--- src/rtl/key_pkg.sv ---
// Shared defaults and FSM state encoding for the key emulator block.
package key_pkg;

    localparam int unsigned KEY_GAP_INTERVAL = 1000;
    localparam int unsigned KEY_FIFO_DEPTH   = 4;
    localparam int unsigned KEY_DUR_WIDTH    = 32;

    typedef enum logic [1:0] {
        ST_IDLE  = 2'd0,
        ST_PRESS = 2'd1,
        ST_GAP   = 2'd2
    } key_state_e;

endpackage

--- src/rtl/key_cmd_fifo.sv ---
// Small command queue: push/pop with full/empty derived from an occupancy count.
module key_cmd_fifo #(
    parameter int unsigned DEPTH = 4,
    parameter int unsigned WIDTH = 32
) (
    input  logic             clk_i,
    input  logic             rst_i,
    input  logic             push_i,
    input  logic             pop_i,
    input  logic [WIDTH-1:0] data_i,
    output logic [WIDTH-1:0] data_o,
    output logic             full_o,
    output logic             empty_o
);

    localparam int unsigned AW = (DEPTH > 1) ? $clog2(DEPTH) : 1;
    localparam int unsigned CW = AW + 1;
    localparam logic [CW-1:0] DEPTH_C = CW'(DEPTH);

    logic [WIDTH-1:0] mem_q [DEPTH];
    logic [AW-1:0]    wr_ptr_q, wr_ptr_d;
    logic [AW-1:0]    rd_ptr_q, rd_ptr_d;
    logic [CW-1:0]    count_q, count_d;
    logic             do_push;
    logic             do_pop;

    assign full_o  = (count_q == DEPTH_C);
    assign empty_o = (count_q == '0);
    assign data_o  = mem_q[rd_ptr_q];
    assign do_push = push_i && !full_o;
    assign do_pop  = pop_i && !empty_o;

    // DEPTH is a power of two, so pointers wrap naturally at AW bits.
    always_comb begin
        wr_ptr_d = wr_ptr_q;
        rd_ptr_d = rd_ptr_q;
        count_d  = count_q;
        if (do_push) wr_ptr_d = wr_ptr_q + AW'(1);
        if (do_pop)  rd_ptr_d = rd_ptr_q + AW'(1);
        case ({do_push, do_pop})
            2'b10:   count_d = count_q + CW'(1);
            2'b01:   count_d = count_q - CW'(1);
            default: count_d = count_q;
        endcase
    end

    always_ff @(posedge clk_i) begin
        if (rst_i) begin
            wr_ptr_q <= '0;
            rd_ptr_q <= '0;
            count_q  <= '0;
        end else begin
            wr_ptr_q <= wr_ptr_d;
            rd_ptr_q <= rd_ptr_d;
            count_q  <= count_d;
        end
    end

    always_ff @(posedge clk_i) begin
        if (do_push) mem_q[wr_ptr_q] <= data_i;
    end

endmodule

--- src/rtl/key_emulator.sv ---
// Pushbutton emulator: plays queued press commands on an active-low KEY line,
// holding KEY released for a fixed gap between successive presses.
module key_emulator
    import key_pkg::*;
#(
    parameter int unsigned GAP_INTERVAL = KEY_GAP_INTERVAL,
    parameter int unsigned FIFO_DEPTH   = KEY_FIFO_DEPTH,
    parameter int unsigned DUR_WIDTH    = KEY_DUR_WIDTH
) (
    input  logic                 clock,
    input  logic                 reset,
    input  logic                 cmd_valid,
    output logic                 cmd_ready,
    input  logic [DUR_WIDTH-1:0] cmd_hold,
    output logic                 KEY,
    output logic                 press_done,
    output logic                 busy,
    output logic [1:0]           dbg_state_o
);

    localparam logic [DUR_WIDTH-1:0] ONE      = DUR_WIDTH'(1);
    localparam logic [DUR_WIDTH-1:0] GAP_LOAD = DUR_WIDTH'((GAP_INTERVAL == 0) ? 1 : GAP_INTERVAL);

    // Handshake: a command is taken on a posedge where cmd_valid && cmd_ready;
    // cmd_ready is purely !full and never looks at cmd_valid or a same-cycle pop.
    logic                 fifo_full;
    logic                 fifo_empty;
    logic                 fifo_push;
    logic                 fifo_pop;
    logic [DUR_WIDTH-1:0] fifo_head;
    logic [DUR_WIDTH-1:0] head_hold;

    key_state_e           state_q, state_d;
    logic [DUR_WIDTH-1:0] cnt_q, cnt_d;
    logic                 key_q, key_d;
    logic                 done_q, done_d;

    assign cmd_ready   = !fifo_full;
    assign fifo_push   = cmd_valid && cmd_ready;
    assign head_hold   = (fifo_head == '0) ? ONE : fifo_head;
    assign KEY         = key_q;
    assign press_done  = done_q;
    assign busy        = !fifo_empty || (state_q != ST_IDLE);
    assign dbg_state_o = state_q;

    key_cmd_fifo #(
        .DEPTH (FIFO_DEPTH),
        .WIDTH (DUR_WIDTH)
    ) u_fifo (
        .clk_i   (clock),
        .rst_i   (reset),
        .push_i  (fifo_push),
        .pop_i   (fifo_pop),
        .data_i  (cmd_hold),
        .data_o  (fifo_head),
        .full_o  (fifo_full),
        .empty_o (fifo_empty)
    );

    always_comb begin
        state_d  = state_q;
        cnt_d    = cnt_q;
        key_d    = key_q;
        done_d   = 1'b0;
        fifo_pop = 1'b0;
        case (state_q)
            ST_IDLE: begin
                if (!fifo_empty) begin
                    state_d  = ST_PRESS;
                    fifo_pop = 1'b1;
                    cnt_d    = head_hold;
                    key_d    = 1'b0;
                end
            end
            ST_PRESS: begin
                if (cnt_q <= ONE) begin
                    state_d = ST_GAP;
                    cnt_d   = GAP_LOAD;
                    key_d   = 1'b1;
                    done_d  = 1'b1;
                end else begin
                    cnt_d = cnt_q - ONE;
                end
            end
            ST_GAP: begin
                // Gap expiry with a queued command goes straight into the next press.
                if (cnt_q <= ONE) begin
                    if (!fifo_empty) begin
                        state_d  = ST_PRESS;
                        fifo_pop = 1'b1;
                        cnt_d    = head_hold;
                        key_d    = 1'b0;
                    end else begin
                        state_d = ST_IDLE;
                        cnt_d   = '0;
                    end
                end else begin
                    cnt_d = cnt_q - ONE;
                end
            end
            default: begin
                state_d = ST_IDLE;
                cnt_d   = '0;
                key_d   = 1'b1;
            end
        endcase
    end

    always_ff @(posedge clock) begin
        if (reset) begin
            state_q <= ST_IDLE;
            cnt_q   <= '0;
            key_q   <= 1'b1;
            done_q  <= 1'b0;
        end else begin
            state_q <= state_d;
            cnt_q   <= cnt_d;
            key_q   <= key_d;
            done_q  <= done_d;
        end
    end

endmodule

--- config.mk ---
export PLATFORM = sky130hd
export DESIGN_NAME = key_emulator
export DESIGN_NICKNAME = d
export VERILOG_FILES = /design/src/rtl/key_pkg.sv /design/src/rtl/key_cmd_fifo.sv /design/src/rtl/key_emulator.sv
export SDC_FILE = /design/constraint.sdc
export NUM_CORES = 1
export LEC_CHECK = 0
export ABC_CLOCK_PERIOD_IN_PS = 4900
export CAP_MARGIN = 20
export CORE_ASPECT_RATIO = 1.2
export CORE_MARGIN = 1
export CORE_UTILIZATION = 63
export DETAILED_ROUTE_END_ITERATION = 10
export PLACE_DENSITY = 0.83
export SYNTH_ARGS = -nofsm -noshare
export SYNTH_HDL_FRONTEND = slang
export SYNTH_SLANG_ARGS = --single-unit
--- constraint.sdc ---
create_clock -name clock -period 4.9 [get_ports clock]
set_clock_uncertainty 0.15 [all_clocks]
set_input_delay 1.47 -clock clock [delete_from_list [all_inputs] [get_ports clock]]
set_output_delay 1.47 -clock clock [all_outputs]
set_load 0.01 [all_outputs]
==> impl_metrics.env, run 1 <==
export IMPL_status="finished clean"
export IMPL_cts_max_level=4
export IMPL_yosysMostFrequentCell="edfxtp_1"
export IMPL_num_io_pins=41
export IMPL_worstSetupPathType="flop to output port"
export IMPL_antenna_cells=0
export IMPL_grt_util_all_layers_pct=29.7
export IMPL_final_max_slew_viol_count=0
export IMPL_ant_nets=0
export IMPL_critical_path_arrival_ps=2560
export IMPL_clkSinkCount=173
export IMPL_cts_buffer_depth=2
export IMPL_yosysSeqAreaShare_pct=64.0
export IMPL_first_iter_violations=431
export IMPL_dpl_cell_count=715
export IMPL_leakage_nw=2.84
export IMPL_yosysTopAreaCell="edfxtp_1"
export IMPL_maxCapViolCount=0
export IMPL_hold_path_endpoint="cnt_q[25]"
export IMPL_cts_buffers=17
export IMPL_numPortBuffers=40
export IMPL_setup_ws_ps=716
export IMPL_die_area_um2=12200
export IMPL_regArea_um2=4750
export IMPL_drive_above_1_share_pct=15.1
export IMPL_relSlewSlack_pct=28.7
export IMPL_antenna_found_initial=0
export IMPL_r2r_start="cnt_q[19]"
export IMPL_yosys_top_cells_area="edfxtp_1, dfxtp_1, mux4_2"
export IMPL_clkTransAtPathRegs_ps=60
export IMPL_hold_depth=2
export IMPL_grt_pass1_vias=4911
export IMPL_whs_ps=320
export IMPL_avgSynthCellArea_um2=14.0
export IMPL_ir_drop_mv=0.429
export IMPL_synth_area_um2=7420
export IMPL_setup_violations=0
export IMPL_syn_num_nets=573
export IMPL_crit_path_end_kind="output port"
export IMPL_min_path_type="flop to flop"
export IMPL_synthArstFlopShare_pct=0
export IMPL_cts_setup_buffers=0
export IMPL_root_buffer="clkbuf_16"
export IMPL_die_h_um=121
export IMPL_ctsResizeCount=0
export IMPL_p_per_area_nw_per_um2=630
export IMPL_fin_nets=620
export IMPL_yosys_warnings=0
export IMPL_synth_common_cells="edfxtp_1, dfxtp_1, nand2_1"
export IMPL_critPathMaxFanout=19
export IMPL_hp_start="cnt_q[25]"
export IMPL_wl_per_cell_um=22.3
export IMPL_grt_pass1_wl_um=26100
export IMPL_yosys_register_bits=173
export IMPL_r2r_slack_ps=1080
export IMPL_core_area_um2=11500
export IMPL_synth_edff_count=128
export IMPL_finalSetupTns_ps=0
export IMPL_grt_max_degree=33
export IMPL_gp_congestion=0.956
export IMPL_overflow=0
export IMPL_multiInputGateArea_um2=2500
export IMPL_pre_cts_ws_ps=1120
export IMPL_period_minus_slack_ps=4180
export IMPL_critPathMaxStageDelay_ps=590
export IMPL_finalHoldViolations=0
export IMPL_crit_slowest_cell="or3_1"
export IMPL_drt_total_wl_um=16700
export IMPL_rows=43
export IMPL_reg2reg_depth=10
export IMPL_vias_per_cell=6.52
export IMPL_ys_flop_type="edfxtp_1"
export IMPL_synth_cells=530
export IMPL_crit_required_ps=3280
export IMPL_area_growth_pct=15.7
export IMPL_fmax_ghz=0.239
export IMPL_die_w_um=101
export IMPL_dp_hpwl_um=10900
export IMPL_drc=0
export IMPL_dpl_cell_area_um2=8000
export IMPL_cts_hold_buf=0
export IMPL_vias=4874
export IMPL_rsz0062_at_grt="false"
export IMPL_final_cell_area_um2=8580
export IMPL_regToRegEndpoint="u_fifo.count_q[2]"
export IMPL_stdcell_count=747
export IMPL_post_route_period_util_pct=85.4
export IMPL_cts_tree="yes"
export IMPL_worst_pin_slew_ps=1070
export IMPL_fillCellCount=769
export IMPL_synth_top_area_share_pct=51.8
export IMPL_dr_pass1_iters=5
export IMPL_synth_distinct_cells=56
export IMPL_start_kind="flop"
export IMPL_start_util_pct=64.4
export IMPL_clock_latency_ps=420
export IMPL_critical_path_cell_chain="or3_1, nor3_2, buf_4, inv_1, clkdlybuf4s50_1"
## per-layer routing
layer  global-route usage [%]  vias to the layer above  part of all wire (%)
li1                         -                     2184                     -
met1                     38.5                     2405                    39
met2                     47.2                      223                    50
met3                     4.67                       62                   6.0
met4                     18.6                        0                   5.5
met5                        0                        -                     0
## placed cells by master (no fill, tap or decap), types with 3 or more instances in the layout
master           Yosys  final
a21oi_1             29     29
a31oi_1              3      3
a21boi_0             6      6
nand2_1             44     44
nand3_1             13     13
o211ai_1             3      3
a22oi_1             10     10
clkdlybuf4s50_1      0     40
clkbuf_16            0     17
dfxtp_1             45     44
nor3_1              17     17
inv_6                0      4
mux4_2              32     32
ha_1                 7      7
o21ai_1              4      4
or3_1               10     10
clkinv_2             0      5
and3_1               6      6
or4_1                6      6
o21ai_0             18     18
o31ai_1              4      4
xnor2_1              7      7
xor2_1               9      9
o221ai_1             7      7
nand4_1              4      4
edfxtp_1           128    128
a211oi_1             3      3
nor2_1              25     25
nor4_1              15     15
inv_1               14     14
a32oi_1              6      6
buf_4                2     13
## how the worst max path moves through the flow
stage	from	endpoint	slack, ps	depth (start not counted)
5_1_grt	u_fifo.count_q[2]	busy	630	5
4_1_cts	u_fifo.count_q[2]	busy	730	5
2_1_floorplan	cnt_q[19]	u_fifo.count_q[2]	1720	11
6_report	u_fifo.count_q[2]	busy	720	5
3_5_place_dp	reset	cnt_q[10]	1120	6
3_3_place_gp	reset	cnt_q[16]	1200	4
## where the power goes
group | total, mW | leakage, nW | internal, mW | switching (mW)
Clock | 1.33 | 0.292 | 0.760 | 0.572
Combinational | 1.99 | 1.00 | 0.776 | 1.21
Sequential | 2.09 | 1.54 | 1.83 | 0.259
## kinds of logic after synthesis
kind of cell,after synthesis,synth area share (%)
adder cells (fa/ha/maj),8,1.45
XOR/XNOR,16,1.89
AO/OA/AOI/OAI,108,9.90
multiplexers,32,9.71
flip-flops,173,64.0
buffers and inverters,39,2.29
AND/OR/NAND/NOR,154,10.8
## state kept, by name (all words and copies together), names as in the netlist, named ones only
name	flops
u_fifo.count_q	3
KEY	1
dbg_state_o	2
u_fifo.wr_ptr_q	2
press_done	1
cnt_q	32
u_fifo.mem_q	128
u_fifo.rd_ptr_q	2
## per-stage QoR
step | util (%) | power, mW
after global placement | 69.5 | 3.99
after floorplan | - | 3.46
after global routing | 74.5 | 5.66
after detailed placement | 69.5 | 4.05
final | 74.5 | 5.41
after CTS | 74.5 | 5.39
## layout make-up
type                            instances  share of cell area [%]
Inverter                               14                   0.612
Sequential cell                       173                    55.3
Timing Repair Buffer                   53                    5.80
Multi-Input combinational cell        318                    29.2
Clock buffer                           17                    4.96
Tap cell                              157                    2.29
Clock inverter                         15                    1.85
## critical path: cells and delay by family (launching register included)
kind	cells	cell delay (ps)
buffers and inverters	3	1040
and+or+nand+nor	2	770
DFF	1	330
Note: power is estimated with default switching activity, not from simulation.
==> run 2, diff against run 1 <==
ABC_CLOCK_PERIOD_IN_PS = 5100   (was 4900)
clock period = 5.1 ns   (was 4.9 ns; I/O delays follow)
==> run 2 against run 1 <==
Against the previous run:
- critical path depth unchanged
- total power down 4.4%
- clock power decreased by 8%
- sequential power decreased by 6%
- design area is 0.16% lower
- flip-flop and latch count stayed put
- sequential share of layout area increased by 0.089 points
- via count is 1.6% higher
- first-iteration DRC count increased by 56%
- critical path type unchanged
- largest power group is now combinational logic
==> impl_metrics.env, run 2 (synthesized netlist as in run 1, its figures left out) <==
export IMPL_grt_util_all_layers_pct=29.8
export IMPL_crit_slowest_cell="or3_1"
export IMPL_worstSetupPathType="flop to output port"
export IMPL_grt_pass1_wl_um=26100
export IMPL_leakage_nw=2.81
export IMPL_cts_buffer_depth=2
export IMPL_cts_buffers=17
export IMPL_critical_path_cell_chain="or3_1, nor3_2, buf_4, inv_1, clkdlybuf4s50_1"
export IMPL_die_area_um2=12200
export IMPL_num_io_pins=41
export IMPL_drt_total_wl_um=16700
export IMPL_crit_path_end_kind="output port"
export IMPL_finalHoldViolations=0
export IMPL_grt_max_degree=33
export IMPL_antenna_found_initial=0
export IMPL_largest_register_ffs=128
export IMPL_cp_top_family="buffers and inverters"
export IMPL_critPathMaxStageDelay_ps=590
export IMPL_ant_nets=0
export IMPL_gp_congestion=0.964
export IMPL_cts_setup_buffers=0
export IMPL_min_path_type="flop to flop"
export IMPL_p_per_area_nw_per_um2=604
export IMPL_vias=4952
export IMPL_dr_pass1_iters=6
export IMPL_clock_latency_ps=430
export IMPL_rsz0062_at_grt="false"
export IMPL_fmax_ghz=0.236
export IMPL_setup_ws_ps=871
export IMPL_period_minus_slack_ps=4230
export IMPL_area_growth_pct=15.5
export IMPL_path_buf_inv=3
export IMPL_finalPower_mw=5.17
export IMPL_numPortBuffers=40
export IMPL_worst_pin_slew_ps=1070
export IMPL_vias_per_cell=6.64
export IMPL_ctsResizeCount=0
export IMPL_pre_cts_ws_ps=1380
export IMPL_die_w_um=101
export IMPL_rows=43
export IMPL_final_cell_mix="edfxtp_1, dfxtp_1, nand2_1"
export IMPL_final_max_slew_viol_count=0
export IMPL_crit_required_ps=3420
export IMPL_antenna_cells=0
export IMPL_drive_above_1_share_pct=14.8
export IMPL_maxCapViolCount=0
export IMPL_grt_pass1_vias=4924
export IMPL_relSlewSlack_pct=27.7
export IMPL_critPathMaxFanout=19
export IMPL_root_buffer="clkbuf_16"
export IMPL_post_route_period_util_pct=82.9
export IMPL_regMostFlops="u_fifo.mem_q"
export IMPL_cts_hold_buf=0
export IMPL_cts_max_level=4
export IMPL_clkTransAtPathRegs_ps=60
export IMPL_clkSinkCount=173
export IMPL_core_area_um2=11500
export IMPL_die_h_um=121
export IMPL_start_kind="flop"
export IMPL_dp_hpwl_um=10600
export IMPL_cts_tree="yes"
export IMPL_setup_violations=0
export IMPL_finalSetupTns_ps=0
export IMPL_overflow=0
export IMPL_wl_per_cell_um=22.4
export IMPL_first_iter_violations=672
export IMPL_final_common_cell="edfxtp_1"
export IMPL_fin_nets=619
export IMPL_status="finished clean"
export IMPL_ir_drop_mv=0.358
export IMPL_critical_path_arrival_ps=2550
export IMPL_start_util_pct=64.4
export IMPL_drc=0
export IMPL_top_regs="u_fifo.mem_q: 128 flops, cnt_q: 32 flops, u_fifo.count_q: 3 flops"
run 2: cell count changes in the layout (fill, tap and decap cells not counted):
| cell | change |
|---|---|
| inv_6 | -1 |
| clkinv_1 | +1 |
| clkinv_2 | -4 |
| clkinv_4 | +2 |
| clkinvlp_4 | +4 |
| bufinv_16 | -1 |
| buf_4 | -2 |
| inv_8 | -1 |
| buf_12 | +1 |
run 2: tightest hold or removal path: cells and delay by family, from the launching register on:
kind | cells | cell delay [ps]
AO/OA/AOI/OAI | 1 | 60
flip-flops | 1 | 310
AND/OR/NAND/NOR | 1 | 50
run 2: cell type report:
cell class	count	area (um^2)
fillers	733	2950
flip-flops and latches	173	4750
repair buffers	52	503
clock buffers	17	425
clock inverters	15	140
multi-input cells	318	2500
well taps	157	196
inverters	14	52.6
run 2: metal layers:
layer	routed length [um]	GRT usage, %	vias to the layer above	part of all wire, %
met5	0	0	-	0
met3	1410	7.14	70	8.5
met1	6170	37.6	2371	37
met4	783	18.2	0	4.7
met2	8310	46.7	330	50
li1	-	-	2181	-
run 2: final timing paths:
check,startpoint,to,slack (ps),cells after the start
setup / recovery,u_fifo.count_q[2],busy,870,5
hold / removal,KEY,KEY,320,2
setup reg to reg,cnt_q[19],u_fifo.count_q[2],1370,10
hold reg to reg,KEY,KEY,320,2
run 2: through the flow:
step | std cells | area, um^2 | hold WS [ps] | util [%]
6_report | 746 | 8570 | 316 | 74.4
5_1_grt | 746 | 8570 | 360 | 74.4
4_1_cts | 745 | 8550 | 319 | 74.2
3_5_place_dp | 713 | 7980 | 310 | 69.3
3_3_place_gp | 713 | 7980 | 302 | 69.3
2_1_floorplan | 530 | 7420 | 287 | -
run 2: power by group:
group	total (mW)	leakage [nW]	switching, mW	internal [mW]
clock	1.23	0.262	0.548	0.678
combinational	1.99	1.00	1.23	0.754
sequential	1.96	1.54	0.199	1.76
total	5.17	2.81	1.98	3.19
